==> src/rtl/inta_sequencer.sv <==
// CPU-side interrupt-acknowledge initiator: issues the two-pulse INTA sequence,
// captures the PIC vector on the second pulse and holds it until the core takes it.
module inta_sequencer #(
    parameter int PULSE_LEN = 2,
    parameter int GAP_LEN   = 2
) (
    input  logic       clk,
    input  logic       reset,
    input  logic       intr,
    input  logic       en,
    input  logic [7:0] data_in,
    input  logic       core_ready,
    output logic       inta_n,
    output logic [7:0] vector,
    output logic       vector_valid,
    output logic       busy
);

    localparam logic [3:0] PULSE_CNT = 4'(PULSE_LEN);
    localparam logic [3:0] GAP_CNT   = 4'(GAP_LEN);

    typedef enum logic [2:0] {
        IDLE = 3'd0,
        P1   = 3'd1,
        GAP  = 3'd2,
        P2   = 3'd3,
        HOLD = 3'd4,
        LOCK = 3'd5
    } state_t;

    state_t     state_reg, state_next;
    logic [3:0] cnt_reg, cnt_next;
    logic [7:0] vector_reg, vector_next;
    logic       vector_valid_reg, vector_valid_next;
    logic       inta_n_reg, inta_n_next;
    logic       busy_reg, busy_next;

    // A timed state ends on the cycle its count reaches 1 (loaded with its length on entry).
    logic cnt_expired;
    assign cnt_expired = (cnt_reg <= 4'd1);

    always_ff @(posedge clk or posedge reset) begin
        if (reset) begin
            state_reg        <= IDLE;
            cnt_reg          <= 4'd0;
            vector_reg       <= 8'h00;
            vector_valid_reg <= 1'b0;
            inta_n_reg       <= 1'b1;
            busy_reg         <= 1'b0;
        end else begin
            state_reg        <= state_next;
            cnt_reg          <= cnt_next;
            vector_reg       <= vector_next;
            vector_valid_reg <= vector_valid_next;
            inta_n_reg       <= inta_n_next;
            busy_reg         <= busy_next;
        end
    end

    always_comb begin
        state_next        = state_reg;
        cnt_next          = cnt_reg;
        vector_next       = vector_reg;
        vector_valid_next = vector_valid_reg;

        case (state_reg)
            IDLE: begin
                if (intr && en) begin
                    state_next = P1;
                    cnt_next   = PULSE_CNT;
                end
            end
            P1: begin
                if (cnt_expired) begin
                    state_next = GAP;
                    cnt_next   = GAP_CNT;
                end else begin
                    cnt_next = cnt_reg - 4'd1;
                end
            end
            GAP: begin
                if (cnt_expired) begin
                    state_next = P2;
                    cnt_next   = PULSE_CNT;
                end else begin
                    cnt_next = cnt_reg - 4'd1;
                end
            end
            P2: begin
                // The vector is taken on the edge that ends the last low cycle.
                if (cnt_expired) begin
                    state_next        = HOLD;
                    cnt_next          = 4'd0;
                    vector_next       = data_in;
                    vector_valid_next = 1'b1;
                end else begin
                    cnt_next = cnt_reg - 4'd1;
                end
            end
            HOLD: begin
                if (core_ready) begin
                    state_next        = LOCK;
                    cnt_next          = GAP_CNT;
                    vector_valid_next = 1'b0;
                end
            end
            LOCK: begin
                if (cnt_expired) begin
                    state_next = IDLE;
                    cnt_next   = 4'd0;
                end else begin
                    cnt_next = cnt_reg - 4'd1;
                end
            end
            default: begin
                state_next = IDLE;
                cnt_next   = 4'd0;
            end
        endcase

        // Outputs are registered from the next state so they line up with the state register.
        inta_n_next = !((state_next == P1) || (state_next == P2));
        busy_next   = (state_next != IDLE);
    end

    assign inta_n       = inta_n_reg;
    assign vector       = vector_reg;
    assign vector_valid = vector_valid_reg;
    assign busy         = busy_reg;

endmodule

==> config.mk <==
export PLATFORM = sky130hd
export DESIGN_NAME = inta_sequencer
export DESIGN_NICKNAME = d
export VERILOG_FILES = /design/src/rtl/inta_sequencer.sv
export SDC_FILE = /design/constraint.sdc
export NUM_CORES = 1
export LEC_CHECK = 0
export CAP_MARGIN = 10
export CORE_UTILIZATION = 46
export DETAILED_ROUTE_END_ITERATION = 6
export GPL_TIMING_DRIVEN = 0
export PLACE_DENSITY = 0.77
export SLEW_MARGIN = 0
export SYNTH_ARGS = -nofsm -noshare
export SYNTH_HDL_FRONTEND = slang
export SYNTH_SLANG_ARGS = --single-unit
==> constraint.sdc <==
create_clock -name clk -period 1.9 [get_ports clk]
set_input_delay 0.475 -clock clk [delete_from_list [all_inputs] [get_ports clk]]
set_output_delay 0.475 -clock clk [all_outputs]
set_load 0.1 [all_outputs]
==> results of run 1 <==
## layout by cell type (no fill, tap or decap), types with 2 or more instances in the layout
cell type | netlist | routed
sky130_fd_sc_hd__nand2_1 | 3 | 3
sky130_fd_sc_hd__clkdlybuf4s50_1 | 0 | 12
sky130_fd_sc_hd__nand2b_1 | 4 | 4
sky130_fd_sc_hd__o21ai_0 | 4 | 4
sky130_fd_sc_hd__dfrtp_1 | 17 | 17
sky130_fd_sc_hd__inv_1 | 5 | 5
sky130_fd_sc_hd__nor2_1 | 5 | 5
sky130_fd_sc_hd__nor2b_1 | 2 | 2
sky130_fd_sc_hd__clkdlybuf4s15_2 | 0 | 11
sky130_fd_sc_hd__a21oi_1 | 8 | 8
sky130_fd_sc_hd__ha_1 | 2 | 2
sky130_fd_sc_hd__clkbuf_4 | 0 | 3
sky130_fd_sc_hd__a211oi_1 | 2 | 2
sky130_fd_sc_hd__mux2_2 | 8 | 8
sky130_fd_sc_hd__a31oi_1 | 2 | 2
## per-stage QoR
stage / cell area (um^2) / util (%) / setup WS [ps] / TNS, ps / hold slack [ps]
2_1_floorplan: 865.8 / - / 184.4 / 0 / 412.8
3_3_place_gp: 1127 / 64.59 / -185.6 / -420.3 / 468.8
3_5_place_dp: 1127 / 64.59 / -186.3 / -519.1 / 478.7
4_1_cts: 1177 / 67.46 / 34.09 / 0 / 493.1
5_1_grt: 1189 / 68.10 / 1.100 / 0 / 533.5
6_report: 1189 / 68.10 / 70.53 / 0 / 493.8
## layer usage
layer / track usage (%) / routed length (um) / up-vias
met1: 21.32 / 684 / 332
met3: 2.778 / 49 / 2
met2: 29.14 / 792 / 12
li1: - / - / 328
met5: 0 / 0 / -
met4: 5.455 / 12 / 0
## cells by family after synthesis
logic type	synth area share, %
muxes	10.41
xor gates and xnor gates	1.012
buffers and inverters	4.479
DFF	52.17
and+or+nand+nor	13.87
AOI/OAI and AO/OA	15.17
adders and majority gates	2.890
## area by class of cell
class / instances / area [um^2]
inverters: 5 / 18.77
fillers: 136 / 556.8
repair buffers: 23 / 244.0
flip-flops and latches: 18 / 451.7
plain buffers: 3 / 20.02
multi-input cells: 53 / 386.6
clock buffers: 4 / 36.28
well taps: 25 / 31.28
## repair_timing
action / CTS / global route
setup endpoints to repair: 11 / 8
pin swaps: 0 / 0
resized for setup: 33 / 2
## path summary, 6_finish.rpt
kind                             from  depth (start not counted)            to  slack (ps)
setup / recovery               inta_n                          1        inta_n          70
hold reg to reg            cnt_reg[3]                          1    cnt_reg[3]         490
setup reg to reg           cnt_reg[0]                          7     vector[3]          80
min in group asynchronous       reset                          2     vector[2]         580
max in group asynchronous       reset                          2  state_reg[1]         880
hold / removal             cnt_reg[3]                          1    cnt_reg[3]         490
==> results list, run 1 <==
* Run status: completed
- Timing would allow up to 546.6 MHz.
* Post-Synthesis Net Count: 94
- Setup-violating endpoint count in the final report: 0
- Dividing the detail-routed wire length by the instance count gives 11.74 um.
- Averaged over all synthesized cells, the footprint is 10.96 um^2.
* Primary flip-flop cell chosen by synthesis mapping: sky130_fd_sc_hd__dfrtp_1
- The count of final hold-check violations came to 0.
- Register bit count reported by yosys: 18
- Post-synth design cell area: 865.8 um^2
- Clock tree synthesis selected as its root buffer the cell sky130_fd_sc_hd__clkbuf_4.
- Clock-pin slew was measured on the worst setup and hold paths at 110 ps.
* Most frequent cell after synthesis: sky130_fd_sc_hd__dfrtp_1
- After synthesis, the share of flip-flops with an asynchronous set or reset is 100.0%.
* Routability Congestion: 0.7632
- Worst-case clock skew: 4.588 ps
- Final routed DRC violation total: 0
- STA classifies the critical path startpoint as a flop.
- STA puts the critical path data required time at 1420 ps.
- Synthesis-to-layout area growth: 37.28%
- Pin placement for this block handled 24 I/O pins.
* Maximum level of the CTS H-tree: 1
- The die is 45.39 um tall.
- Iter 0 DRT Violations: 7
- Port buffering added 23 buffers.
- TritonCTS built the clock tree.
- Width of the chip: 45.39 um
- Worst min path class: reg -> reg
- The first global-routing pass estimated 2539 um of wire.
- Total wirelength of the detailed-routed design: 1538 um
- After detailed placement, the design holds a cell count of 127.
* Final Critical Period: 1829 ps
- CTS Hold Buffers Added: 0
- Number of nets with antenna violations after detailed routing: 0
- Crit path cell chain: clkdlybuf4s15_2
* Latest clock arrival within the worst-skew pair: 280 ps
* Number of detailed-routing iterations run before antenna repair: 4
- Initial antenna violation count: 0
- Crit path max-delay cell type: sky130_fd_sc_hd__clkdlybuf4s15_2
- Cells after synthesis: 79
- Summing over every cut layer, the via total after detailed routing is 674.
- Dominant cell type by area after synthesis: sky130_fd_sc_hd__dfrtp_1
* Arr. time, crit path: 1350 ps
- During synthesis, Yosys emitted a total of 0 warnings.
* Commonest cells in the netlist: 17 x sky130_fd_sc_hd__dfrtp_1, 8 x sky130_fd_sc_hd__a21oi_1, 8 x sky130_fd_sc_hd__mux2_2
- The worst path uses 96.29% of the clock period.
* Via-per-instance ratio: 5.145
* Unrepaired setup endpoints after global routing: no
- Maxcap violations: 0
- The synthesized netlist contains 29 unique library cells.
- Post-DP HPWL: 1178 um
* Total routing resource utilization after global routing: 16.89%
* Maximum fanout encountered on the critical timing path: 1
- The number of antenna diodes in the final layout is 0.
* Starting utilization of the core area: 49.61%
- Global routing finished with a remaining overflow of 0.
- Setup Buffers After CTS: 0
- Number of max-slew violations in the final report: 0
- Entering global routing, the biggest net connects 19 pins.
- For this run, the register share of the synthesized area comes to 52.17%.
- The via count of the first global-routing pass came to 631.
- Area fraction of the dominant cell type after synthesis: 49.13%
* Clock Sink Count: 18
- Fraction of final layout cells with drive strength greater than 1: 27.36%
* Relative slew slack: 54.21%
- At the pin with the least slew margin, the transition time is 686.2 ps.
* Classification of the worst setup path: reg -> out
- STA classifies the critical path endpoint as a primary output.
- Area of the die: 0.002060 mm^2
- Worst Path Buf+Inv: 1
* Fin nets: 122
- Once layout is complete, the cells apart from fillers number 131.
- Top area cells in the synthesized netlist: sky130_fd_sc_hd__dfrtp_1 49%, sky130_fd_sc_hd__mux2_2 10%, sky130_fd_sc_hd__a21oi_1 4.6%, sky130_fd_sc_hd__dfstp_2 3.0%, sky130_fd_sc_hd__ha_1 2.9%
* CTS Buf Count: 3
- After floorplanning, the core was divided into 15 placement rows.
* Stage delay of the slowest cell on the critical path: 540 ps
- The synthesized design contains 0 enable-type register cells.
* Max reg flops: 8
* Worst-case clock buffer depth: 2
* Family with the most delay on the worst path: buffers and inverters
- Core outline area: 0.001745 mm^2
Power of run 1 is left out: the tool's default activity adds up to more than one toggle a clock period on the data nets, which glitch-free logic cannot reach.
==> run 2: changes to the inputs <==
- GPL_TIMING_DRIVEN: 0 -> unset
==> results list, run 2 (synthesis results as in run 1) <==
- Run status: completed
- Of the cells placed in the final design, the portion with a size suffix greater than 1 is 25.71%.
* Height of the die: 45.39 um
- Core outline area: 0.001745 mm^2
* Setup Buffers After CTS: 0
* Number of detailed-routing iterations run before antenna repair: 4
- In this run the remaining antenna-violating nets after routing total 0.
* Number of cells on the worst reg-to-reg path: 6
- Fin nets: 121
- Vias in the first global route: 627
* Worst-case clock buffer depth: 2
- The number of clock buffers added by TritonCTS is 3.
* Final Critical Period: 1793 ps
* Routability Congestion: 0.7928
- The count of pins over their slew limit is 0.
- Sum of negative setup slack: 0 ps
- Pin count of the biggest net entering global routing: 19
- Max reg flops: 8
- Commonest non-fill, non-tap cells in the layout: 17 x sky130_fd_sc_hd__dfrtp_1, 12 x sky130_fd_sc_hd__clkdlybuf4s50_1, 11 x sky130_fd_sc_hd__buf_12
- Setup violations remaining at the end of the flow were counted as 0.
* Relative slew slack: 74.15%
- Maximum level of the CTS H-tree: 1
- Final routed DRC violation total: 0
* Worst min path class: in -> async
* Classification of the worst setup path: reg -> reg
- Total wirelength of the detailed-routed design: 1614 um
- Starting utilization of the core area: 49.61%
* Wire length of the first global-routing pass: 2518 um
- Total I/O pin count: 24
- Worst Hold Slack: 497.4 ps
- Timing would allow up to 557.7 MHz.
- Summed over all layers, the global routing overflow is 0.
- Number of fill cells in the layout: 125
- Antenna diode count: 0
- In this run the worst path has a maximum fanout of 9.
- Leaving out fill and tap cells, the most frequent cell in the layout is sky130_fd_sc_hd__dfrtp_1.
- R2R Path End: vector[6]
- Row cnt: 15
- Clock Sink Count: 18
- Relative to the synthesized area, the layout overhead comes to 45.38%.
- Arr. time, crit path: 1970 ps
- Maxcap violations: 0
- The worst setup path is launched from a flop.
* Post-CTS clock slew at the launch and capture registers of the worst setup and hold paths: 100 ps
- Capturing element type of the critical path: flop
- After clock tree synthesis, the repair step resized 0 gates.
* Latest clock arrival within the worst-skew pair: 290 ps
- Global routing used 17.16% of the available tracks.
- Reg-to-reg startpoint: cnt_reg[0]
* Vias after detailed routing: 652
- Using the TritonRoute via totals, the vias-per-cell ratio works out to 5.015.
- After layout, the worst path uses 94.37% of the clock period.
- The floorplan step defined a die boundary enclosing 0.002060 mm^2.
- The HPWL after detailed placement is 1258 um.
- Unrepaired setup endpoints after global routing: no
- TritonCTS built the clock tree.
- Final Util: 72.11%
- At the pin with the least slew margin, the transition time is 386.3 ps.
- The first routing iteration left 4 violations.
- The count of final hold-check violations was 0.
- Number of I/O port buffers: 23
- Root Buffer: sky130_fd_sc_hd__clkbuf_4
- The number of antenna violations at the first check in global routing is 0.
- For this design, the CTS-stage hold fixing added 0 buffers.
- At the worst endpoint, the required time is 2080 ps.
* Width of the chip: 45.39 um
- Setup slack of the worst register-to-register path: 110 ps
- The clock arrives with 8.649 ps of skew.
- WL per Instance: 12.42 um
[run 2: cell type report]
class	count	area [um^2]	share of cell area (%)
repair buffers	25	355.3	28.23
inverters	5	18.77	1.491
clock buffers	4	26.28	2.087
multi-input cells	53	375.4	29.82
flip-flops and latches	18	451.7	35.88
well taps	25	31.28	2.485
[run 2: worst max-delay path by stage]
stage	endpoint	slack [ps]	cells after the start	from
final	vector[6]	110	6	cnt_reg[0]
after detailed placement	vector[6]	150	6	cnt_reg[0]
after global routing	vector[6]	30	6	cnt_reg[0]
after floorplan	vector[0]	180	7	cnt_reg[0]
after global placement	vector[7]	200	6	cnt_reg[0]
after CTS	vector[6]	120	6	cnt_reg[0]
[run 2: critical path, cell delays in order, from the launching register on]
cell and delay [ps]:
sky130_fd_sc_hd__dfrtp_1 390, sky130_fd_sc_hd__inv_1 90, sky130_fd_sc_hd__ha_1 210, sky130_fd_sc_hd__or2_1 270, sky130_fd_sc_hd__and3_4 230, sky130_fd_sc_hd__nand2_4 130
sky130_fd_sc_hd__mux2_2 350
[run 2: metal layers]
layer	wire length, um	track usage, %	vias to the layer above
li1	-	-	327
met1	675	20.16	313
met2	879	30.86	12
met3	59	4.762	0
met4	0	3.636	0
met5	0	0	-
[run 2: metrics by stage]
| stage | cells | instance area (um^2) | setup slack (ps) |
|---|---|---|---|
| finish | 130 | 1259 | 107.0 |
| global route | 130 | 1259 | 29.45 |
| CTS | 130 | 1259 | 123.1 |
| detailed placement | 126 | 1232 | 148.8 |
| global placement | 126 | 1232 | 205.0 |
| floorplan | 79 | 865.8 | 184.4 |
Power of run 2 is left out for the same reason.
==> run 3: changes to the inputs <==
- CORE_UTILIZATION: 46 -> 36
- HOLD_SLACK_MARGIN: unset -> 0.12
- PLACE_DENSITY: 0.77 -> unset
==> results list, run 3 (synthesis results as in run 1) <==
- Worst min path class: in -> async
* Vias after detailed routing: 672
- Pin count of the biggest net entering global routing: 19
- Root Buffer: sky130_fd_sc_hd__clkbuf_4
* Peak clock frequency supported by timing: 558.2 MHz
- After detailed routing, the average wire length per cell comes to 12.50 um.
- Along the worst path, the maximum fanout reaches 9.
- After clock tree synthesis, the clock-pin slew on the worst setup and hold paths is 100 ps.
* Vias in the first global route: 679
- Total routing resource utilization after global routing: 14.96%
* Number of max-slew violations in the final report: 0
- Final routed DRC violation total: 0
- Reg-to-reg startpoint: cnt_reg[0]
* Share of the clock period used by the worst path: 94.29%
- After clock tree synthesis, the flow added hold-fix buffers numbering 0.
* Unrepaired setup endpoints after global routing: no
- The run finished with clean final reports.
- The count of final hold-check violations was 0.
* Setup ws final: 108.6 ps
* Height of the die: 51.04 um
* Core outline area: 0.002233 mm^2
- Setup slack of the worst register-to-register path: 110 ps
- Number of fill cells in the layout: 202
- Data on the critical path is required at its endpoint by 2070 ps.
- Row cnt: 17
* Clock tree from TritonCTS: yes
- Initial antenna violation count: 0
* Fraction of final layout cells with drive strength greater than 1: 26.67%
- The net count of the finished layout is 121.
- The clock period could shrink to 1791 ps.
- Commonest non-fill, non-tap cells in the layout: 17 x sky130_fd_sc_hd__dfrtp_1, 12 x sky130_fd_sc_hd__clkdlybuf4s50_1, 11 x sky130_fd_sc_hd__buf_12
* Post-DP HPWL: 1184 um
- The tree built by TritonCTS fans out to 18 sinks.
- For this design the top-level I/O count stands at 24.
- Maximum level of the CTS H-tree: 1
- Post-layout instance area: 0.001281 mm^2
* Number of detailed-routing iterations run before antenna repair: 4
* Area of the multi-input gates: 384.1 um^2
- The repair_antennas step left the layout with diodes totalling 0.
* CTS Buf Count: 3
- R2R Path End: vector[0]
- Across the run, the number of max-cap violations was 0.
- For this block, the initial DRC count from the detailed router was 16.
- Worst-case clock buffer depth: 2
- Once the floorplan was initialized, standard cells occupied 38.77% of the core.
- Total wirelength of the detailed-routed design: 1663 um
- In this run the post-CTS setup repair buffer count came out at 0.
- Setup total negative slack on the finished layout was measured at 0 ps.
* Grt ovf: 0
* Classification of the worst setup path: reg -> reg
- STA classifies the critical path endpoint as a flop.
* Synthesis-to-layout area growth: 47.98%
* Routability Congestion: 0.7542
* Endpoint of the worst setup timing path: vector[0]
- FF+latch area: 451.7 um^2
- Port buffering added 23 buffers.
- Crit path from: cnt_reg[0]
- At the later pin of the worst-skew pair, clock insertion delay measures 280 ps.
- Relative slew slack: 71.07%
- Max reg flops: 8
- In the routed layout, each cell is associated on average with a via count of 5.053.
- Prior to clock tree synthesis, the placed netlist has a worst setup slack of 116.7 ps.
- The die covers 0.002605 mm^2.
- Width of the chip: 51.04 um
- Setup violations remaining at the end of the flow were counted as 0.
- Clock skew on the completed layout was measured at 5.097 ps.
* Wire length of the first global-routing pass: 2898 um
- Once placement finished, the instance area stood at 0.001236 mm^2.
* Worst Hold Slack: 500.2 ps
- The number of cells on the worst reg-to-reg path is 6.
- Critical path launch point type: flop
- At the pin with the least slew margin, the transition time is 432.3 ps.
- The count of nets left with antenna violations once routing finished came out at 0.
- Leading cell type in the layout, fill and taps excluded: sky130_fd_sc_hd__dfrtp_1
- Data arrives at the worst endpoint at 1960 ps.
[run 3: cell count changes in the layout (fill, tap and decap cells not counted)]
cell / delta
sky130_fd_sc_hd__nand2_8: +1
sky130_fd_sc_hd__clkbuf_8: +1
sky130_fd_sc_hd__nand2_4: -1
sky130_fd_sc_hd__clkbuf_1: -1
[run 3: worst min path at each step]
stage,to,startpoint,slack [ps],cells after the start
floorplan,busy,reset,410,1
global placement,cnt_reg[3],cnt_reg[3],490,1
detailed placement,cnt_reg[3],cnt_reg[3],500,1
CTS,cnt_reg[1],reset,490,3
global route,cnt_reg[1],reset,520,3
finish,cnt_reg[1],reset,500,3
[run 3: stage by stage]
step	instances	utilization (%)
after floorplan	79	-
after global placement	129	55.35
after detailed placement	129	55.35
after CTS	133	56.97
after global routing	133	57.37
final	133	57.37
[run 3: per-layer routing]
layer / wire, um / global-route usage, % / up-vias
met5: 0 / 0 / -
met4: 19 / 8.333 / 0
met3: 73 / 2.381 / 4
met2: 773 / 22.37 / 18
met1: 797 / 20.45 / 323
li1: - / - / 327
[run 3: timing repair]
action                                  4_1_cts  5_1_grt
resized for setup                             0        1
endpoints found under the hold margin         0        0
endpoints found under the setup margin        0        6
[run 3: worst max-delay path: stages (launching register included)]
cell and delay, ps:
sky130_fd_sc_hd__dfrtp_1 390, sky130_fd_sc_hd__inv_1 80, sky130_fd_sc_hd__ha_1 230, sky130_fd_sc_hd__or2_1 280
sky130_fd_sc_hd__and3_4 250, sky130_fd_sc_hd__nand2_8 100, sky130_fd_sc_hd__mux2_2 340
[run 3: final cells by class]
type	instances	area share (%)
inverters	5	1.465
well taps	28	2.734
flip-flops and latches	18	35.25
repair buffers	25	27.73
clock buffers	4	2.832
multi-input cells	53	29.98
Power of run 3 is left out for the same reason.
==> patch 1 (settings of run 3) <==
The 6 states of `state_t` get a one-hot encoding in 6 bits.
--- a/src/rtl/inta_sequencer.sv
+++ b/src/rtl/inta_sequencer.sv
@@ -21,9 +21,9 @@
 
-    typedef enum logic [2:0] {
-        IDLE = 3'd0,
-        P1   = 3'd1,
-        GAP  = 3'd2,
-        P2   = 3'd3,
-        HOLD = 3'd4,
-        LOCK = 3'd5
+    typedef enum logic [5:0] {
+        IDLE = 6'b000001,
+        P1   = 6'b000010,
+        GAP  = 6'b000100,
+        P2   = 6'b001000,
+        HOLD = 6'b010000,
+        LOCK = 6'b100000
     } state_t;
Function: no difference found for any inputs over 10 cycles, from zero or initial values and one cycle with reset high; not proved beyond that.
==> patch 1 against run 3 <==
  * Count of clock-buffer cells in the layout fell by 1
  * Final area up 29%
  * Area after synthesis increased by 38%
  * Worst setup slack better by 0.070 ns
  * Sequential cell count is 3 higher
  * First-iteration DRC count grew to 2.8 times the old value
  * Core utilization shrank 4.1 points
  * Final cell count increased by 41%
  * Wire length up 59%
==> patch 1: results (changes against run 3) <==
stage	metric	value	unit	change
worst_setup_path	Worst Reg2Reg Path Length in Cells	7		+1
routing	final WL	2637	um	+59%
outcome	status	complete, no violations		
layout	fraction of final layout cells sized beyond drive strength 1	30.56	%	+3.9 points
timing	slew at the pin closest to its max-slew limit	0.4456	ns	+0.01335 ns
worst_setup_path	worst path arrival time	1.92	ns	-0.04 ns
worst_setup_path	maximum net fanout on the critical path	10		+1
global_routing	GR met3 Demand/Resource	3.680	%	+1.3 points
clock_tree	clock slew seen by the registers of the worst setup and hold paths	0.12	ns	+0.02 ns
synthesis	post-synthesis sequential area ratio	44.05	%	-8.1 points
synthesis	synthesized area divided by synthesized cell count	10.16	um^2	-7.3%
synthesis	top cells by instance count after synthesis	sky130_fd_sc_hd__dfrtp_1, sky130_fd_sc_hd__mux2_2, sky130_fd_sc_hd__nor2_1		
placed_design	Cells after DPL	183		+42%
synthesis	Post-Synthesis Net Count	133		+41%
placed_design	area post-placement	1604	um^2	+30%
timing	clock skew	0.004510	ns	-0.0005864 ns
layout	layout filler cell count	287		+42%
synthesis	top cells by area in the synthesized netlist	sky130_fd_sc_hd__dfrtp_1, sky130_fd_sc_hd__mux2_2, sky130_fd_sc_hd__dfstp_2		
routing	post-DR vias/cell	5.532		+9.5%
worst_setup_path	delay-heaviest family, CP	flip-flops		
global_routing	pin count of the biggest net entering global routing	22		+3
synthesis	Compound-Gate Fraction of Synth Area	16.91	%	+1.7 points
worst_setup_path	crit path to	vector[2]$_DFFE_PP0P_		
synthesis	parity-gate share of the synthesized area counting xor and xnor cells	2.192	%	+1.2 points
synthesis	post-synth cell types	45		+55%
synthesis	arithmetic-cell share of the synthesized area counting full adders, half adders and majority gates	2.088	%	-0.80 points
-- patch 1: cell count changes after synthesis, sizes merged, moves of 4 or more --
cell    delta
clkbuf     +5
nor4       +4
a21oi      -6
nor2       +4
nor3       +5
-- patch 1: cell type report --
class | count | area share (%)
timing repair buffer | 32 | 24.68
clock buffer | 3 | 1.363
inverter | 4 | 0.9084
tap | 44 | 3.331
clock inverter | 1 | 0.3028
multi-input combinational | 83 | 37.47
sequential | 21 | 31.95
-- patch 1: repair_timing --
action	in CTS	in global routing
hold buffers	0	0
setup buffers	1	0
endpoints found under the setup margin	8	10
pin swaps	1	0
gates resized for setup	0	3
hold endpoints to repair	0	0
-- patch 1: per-stage QoR --
step           hold WS [ns]  utilization [%]  setup WS (ns)  setup TNS [ns]
2_1_floorplan        0.4500                -         0.2372               0
6_report             0.4847            53.27         0.1787               0
5_1_grt              0.5049            53.27        0.05914               0
4_1_cts              0.4801            52.82        0.08077               0
3_5_place_dp         0.5640            51.69      -0.005531       -0.005531
3_3_place_gp         0.5692            51.69        0.09323               0
==> patch 2 (settings of run 3) <==
Made on the original files. Reset style: synchronous (`reset`), changed in one clocked block.
--- a/src/rtl/inta_sequencer.sv
+++ b/src/rtl/inta_sequencer.sv
@@ -41,3 +41,3 @@
 
-    always_ff @(posedge clk or posedge reset) begin
+    always_ff @(posedge clk) begin
         if (reset) begin
Function: differs if reset is asserted again (counterexample within 4 cycles, from zero or initial values and one cycle with reset high); with reset held inactive, the same outputs for 10 cycles.
==> patch 2 against run 3 <==
  * Final area shrank 3.9%
  * Worst setup slack gained 0.19 ns
  * Area after synthesis shrank 2.2%
  * Die area shrank 2.1%
  * Critical endpoint is now vector[7]$_SDFFE_PP0P_
  * Highest routed layer unchanged
  * Wire length grew 0.36%
  * Global-route usage grew 0.14 points
  * Sequential cell count is the same
  * Clock skew grew 0.0039 ns
==> patch 2: results (changes against run 3) <==
stage	metric	value	unit	change
timing	slew at the pin closest to its max-slew limit	0.3477	ns	-0.08458 ns
placed_design	Routability Congestion	0.7807		+3.5%
global_routing	via count of the first global-routing pass	627		-7.7%
worst_setup_path	worst r2r dst	vector[7]$_SDFFE_PP0P_		
synthesis	synthesized area divided by synthesized cell count	9.518	um^2	-13%
synthesis	async set-or-reset flop fraction in the synthesized netlist	0	%	-100 points
layout	fraction of final layout cells sized beyond drive strength 1	21.24	%	-5.4 points
worst_setup_path	internal reg-to-reg setup slack	0.30	ns	+0.19 ns
placed_design	area post-placement	1195	um^2	-3.3%
layout	Final Net Count	129		+6.6%
global_routing	overall routing resource usage	15.09	%	+0.14 points
worst_setup_path	Buffers & Inverters on Critical Path	2		+1
routing	final WL	1669	um	+0.36%
min_path	HP Class	flip-flop to flip-flop		
synthesis	mux contribution to synthesized area	11.82	%	+1.4 points
synthesis	Post-Synthesis Net Count	104		+11%
layout	antenna cells	0		unchanged
synthesis	Compound-Gate Fraction of Synth Area	15.95	%	+0.78 points
clock_tree	clock slew seen by the registers of the worst setup and hold paths	0.09	ns	
worst_setup_path	worst path arrival time	1.78	ns	-0.18 ns
synthesis	parity-gate share of the synthesized area counting xor and xnor cells	1.034	%	+0.022 points
synthesis	top cells by instance count after synthesis	sky130_fd_sc_hd__dfxtp_1, sky130_fd_sc_hd__nor2_1, sky130_fd_sc_hd__mux2i_1		
worst_setup_path	Worst Reg2Reg Path Length in Cells	7		+1
worst_setup_path	RR Startpoint	cnt_reg[0]$_SDFFE_PP0P_		
outcome	status	complete, no violations		
synthesis	post-synthesis sequential area ratio	42.54	%	-9.6 points
placed_design	placement-stage worst setup slack	0.2081	ns	+0.09139 ns
worst_setup_path	Max stage delay on crit path	0.42	ns	+0.03 ns
min_path	hold path startpoint	cnt_reg[3]$_SDFFE_PP0P_		
worst_setup_path	maximum net fanout on the critical path	10		+1
global_routing	pin count of the biggest net entering global routing	17		-2
timing	clock skew	0.008970	ns	+0.003873 ns
placed_design	input/output buffers	23		unchanged
global_routing	global-route wire length before repair	2766	um	-4.6%
synthesis	top_reg_cell synth	sky130_fd_sc_hd__dfxtp_1		
routing	post-DR vias/cell	5.007		-0.90%
synthesis	top cells by area in the synthesized netlist	sky130_fd_sc_hd__dfxtp_1, sky130_fd_sc_hd__mux2i_1, sky130_fd_sc_hd__nor2_1		
worst_setup_path	Slowest cell on crit path	sky130_fd_sc_hd__dfxtp_1		
placed_design	half-perimeter wire length of the detailed placement result	1286	um	+8.6%
die	total die area	2551	um^2	-2.1%
routing	drt first-iter violations	19		+3
layout	layout filler cell count	198		-2.0%
worst_setup_path	delay-heaviest family, CP	flip-flops		
synthesis	post-synth cell types	30		+3.4%
synthesis	arithmetic-cell share of the synthesized area counting full adders, half adders and majority gates	2.954	%	+0.064 points
clock_tree	clock latency on the worst-skew pair	0.29	ns	
patch 2: cell count changes after synthesis, moves of 2 or more:
cell,run 3,this run
sky130_fd_sc_hd__dfrtp_1,17,0
sky130_fd_sc_hd__dfxtp_1,0,18
sky130_fd_sc_hd__a211oi_1,2,0
sky130_fd_sc_hd__a31oi_1,2,0
sky130_fd_sc_hd__mux2_2,8,0
sky130_fd_sc_hd__nand2b_1,4,0
sky130_fd_sc_hd__nor2_1,5,13
sky130_fd_sc_hd__buf_6,1,3
sky130_fd_sc_hd__nand2_1,3,7
sky130_fd_sc_hd__a21oi_1,8,5
sky130_fd_sc_hd__nor4_1,0,2
sky130_fd_sc_hd__mux2i_1,0,10
patch 2: through the flow:
stage          total power (uW)  hold slack (ns)  std cells  utilization (%)
2_1_floorplan              1269           0.4850         89                -
3_3_place_gp               1491           0.5077        137            54.02
3_5_place_dp               1505           0.5146        137            54.02
4_1_cts                    1744           0.5318        141            55.66
5_1_grt                    1845           0.5472        141            55.66
6_report                   1723           0.5274        141            55.66
patch 2: logic make-up after synthesis:
kind of cell | after synthesis
AOI/OAI and AO/OA | 18
xor gates and xnor gates | 1
adders and majority gates | 2
buffers and inverters | 9
DFF | 18
muxes | 10
and+or+nand+nor | 31
patch 2: how the worst max path moves through the flow:
stage,startpoint,end,slack (ns)
final,cnt_reg[0]$_SDFFE_PP0P_,vector[7]$_SDFFE_PP0P_,0.30
after global routing,cnt_reg[0]$_SDFFE_PP0P_,vector[7]$_SDFFE_PP0P_,0.10
after CTS,cnt_reg[0]$_SDFFE_PP0P_,vector[1]$_SDFFE_PP0P_,0.27
after detailed placement,en,inta_n$_SDFF_PP1_,0.21
after global placement,intr,inta_n$_SDFF_PP1_,0.23
after floorplan,cnt_reg[0]$_SDFFE_PP0P_,vector[0]$_SDFFE_PP0P_,0.46
patch 2: per-layer routing:
layer	vias to the layer above	wire, um	part of all wire [%]	GRT usage [%]
met5	-	0	0	0
met4	0	14	0.84	8.333
met1	323	755	45	18.55
met2	24	833	50	24.00
met3	2	66	4.0	3.636
li1	357	-	-	-
patch 2: where the power goes:
| part | internal (uW) | switching [uW] |
|---|---|---|
| logic | 396 | 496 |
| registers | 466 | 133 |
| clock network | 117 | 114 |
| total | 979 | 744 |
patch 2: cell type report:
type	instances	area [um^2]	share of cell area (%)
multi-input combinational	62	429.2	34.86
sequential	18	360.3	29.27
timing repair buffer	25	355.3	28.86
clock buffer	4	36.28	2.947
tap	28	35.03	2.846
inverter	4	15.01	1.220
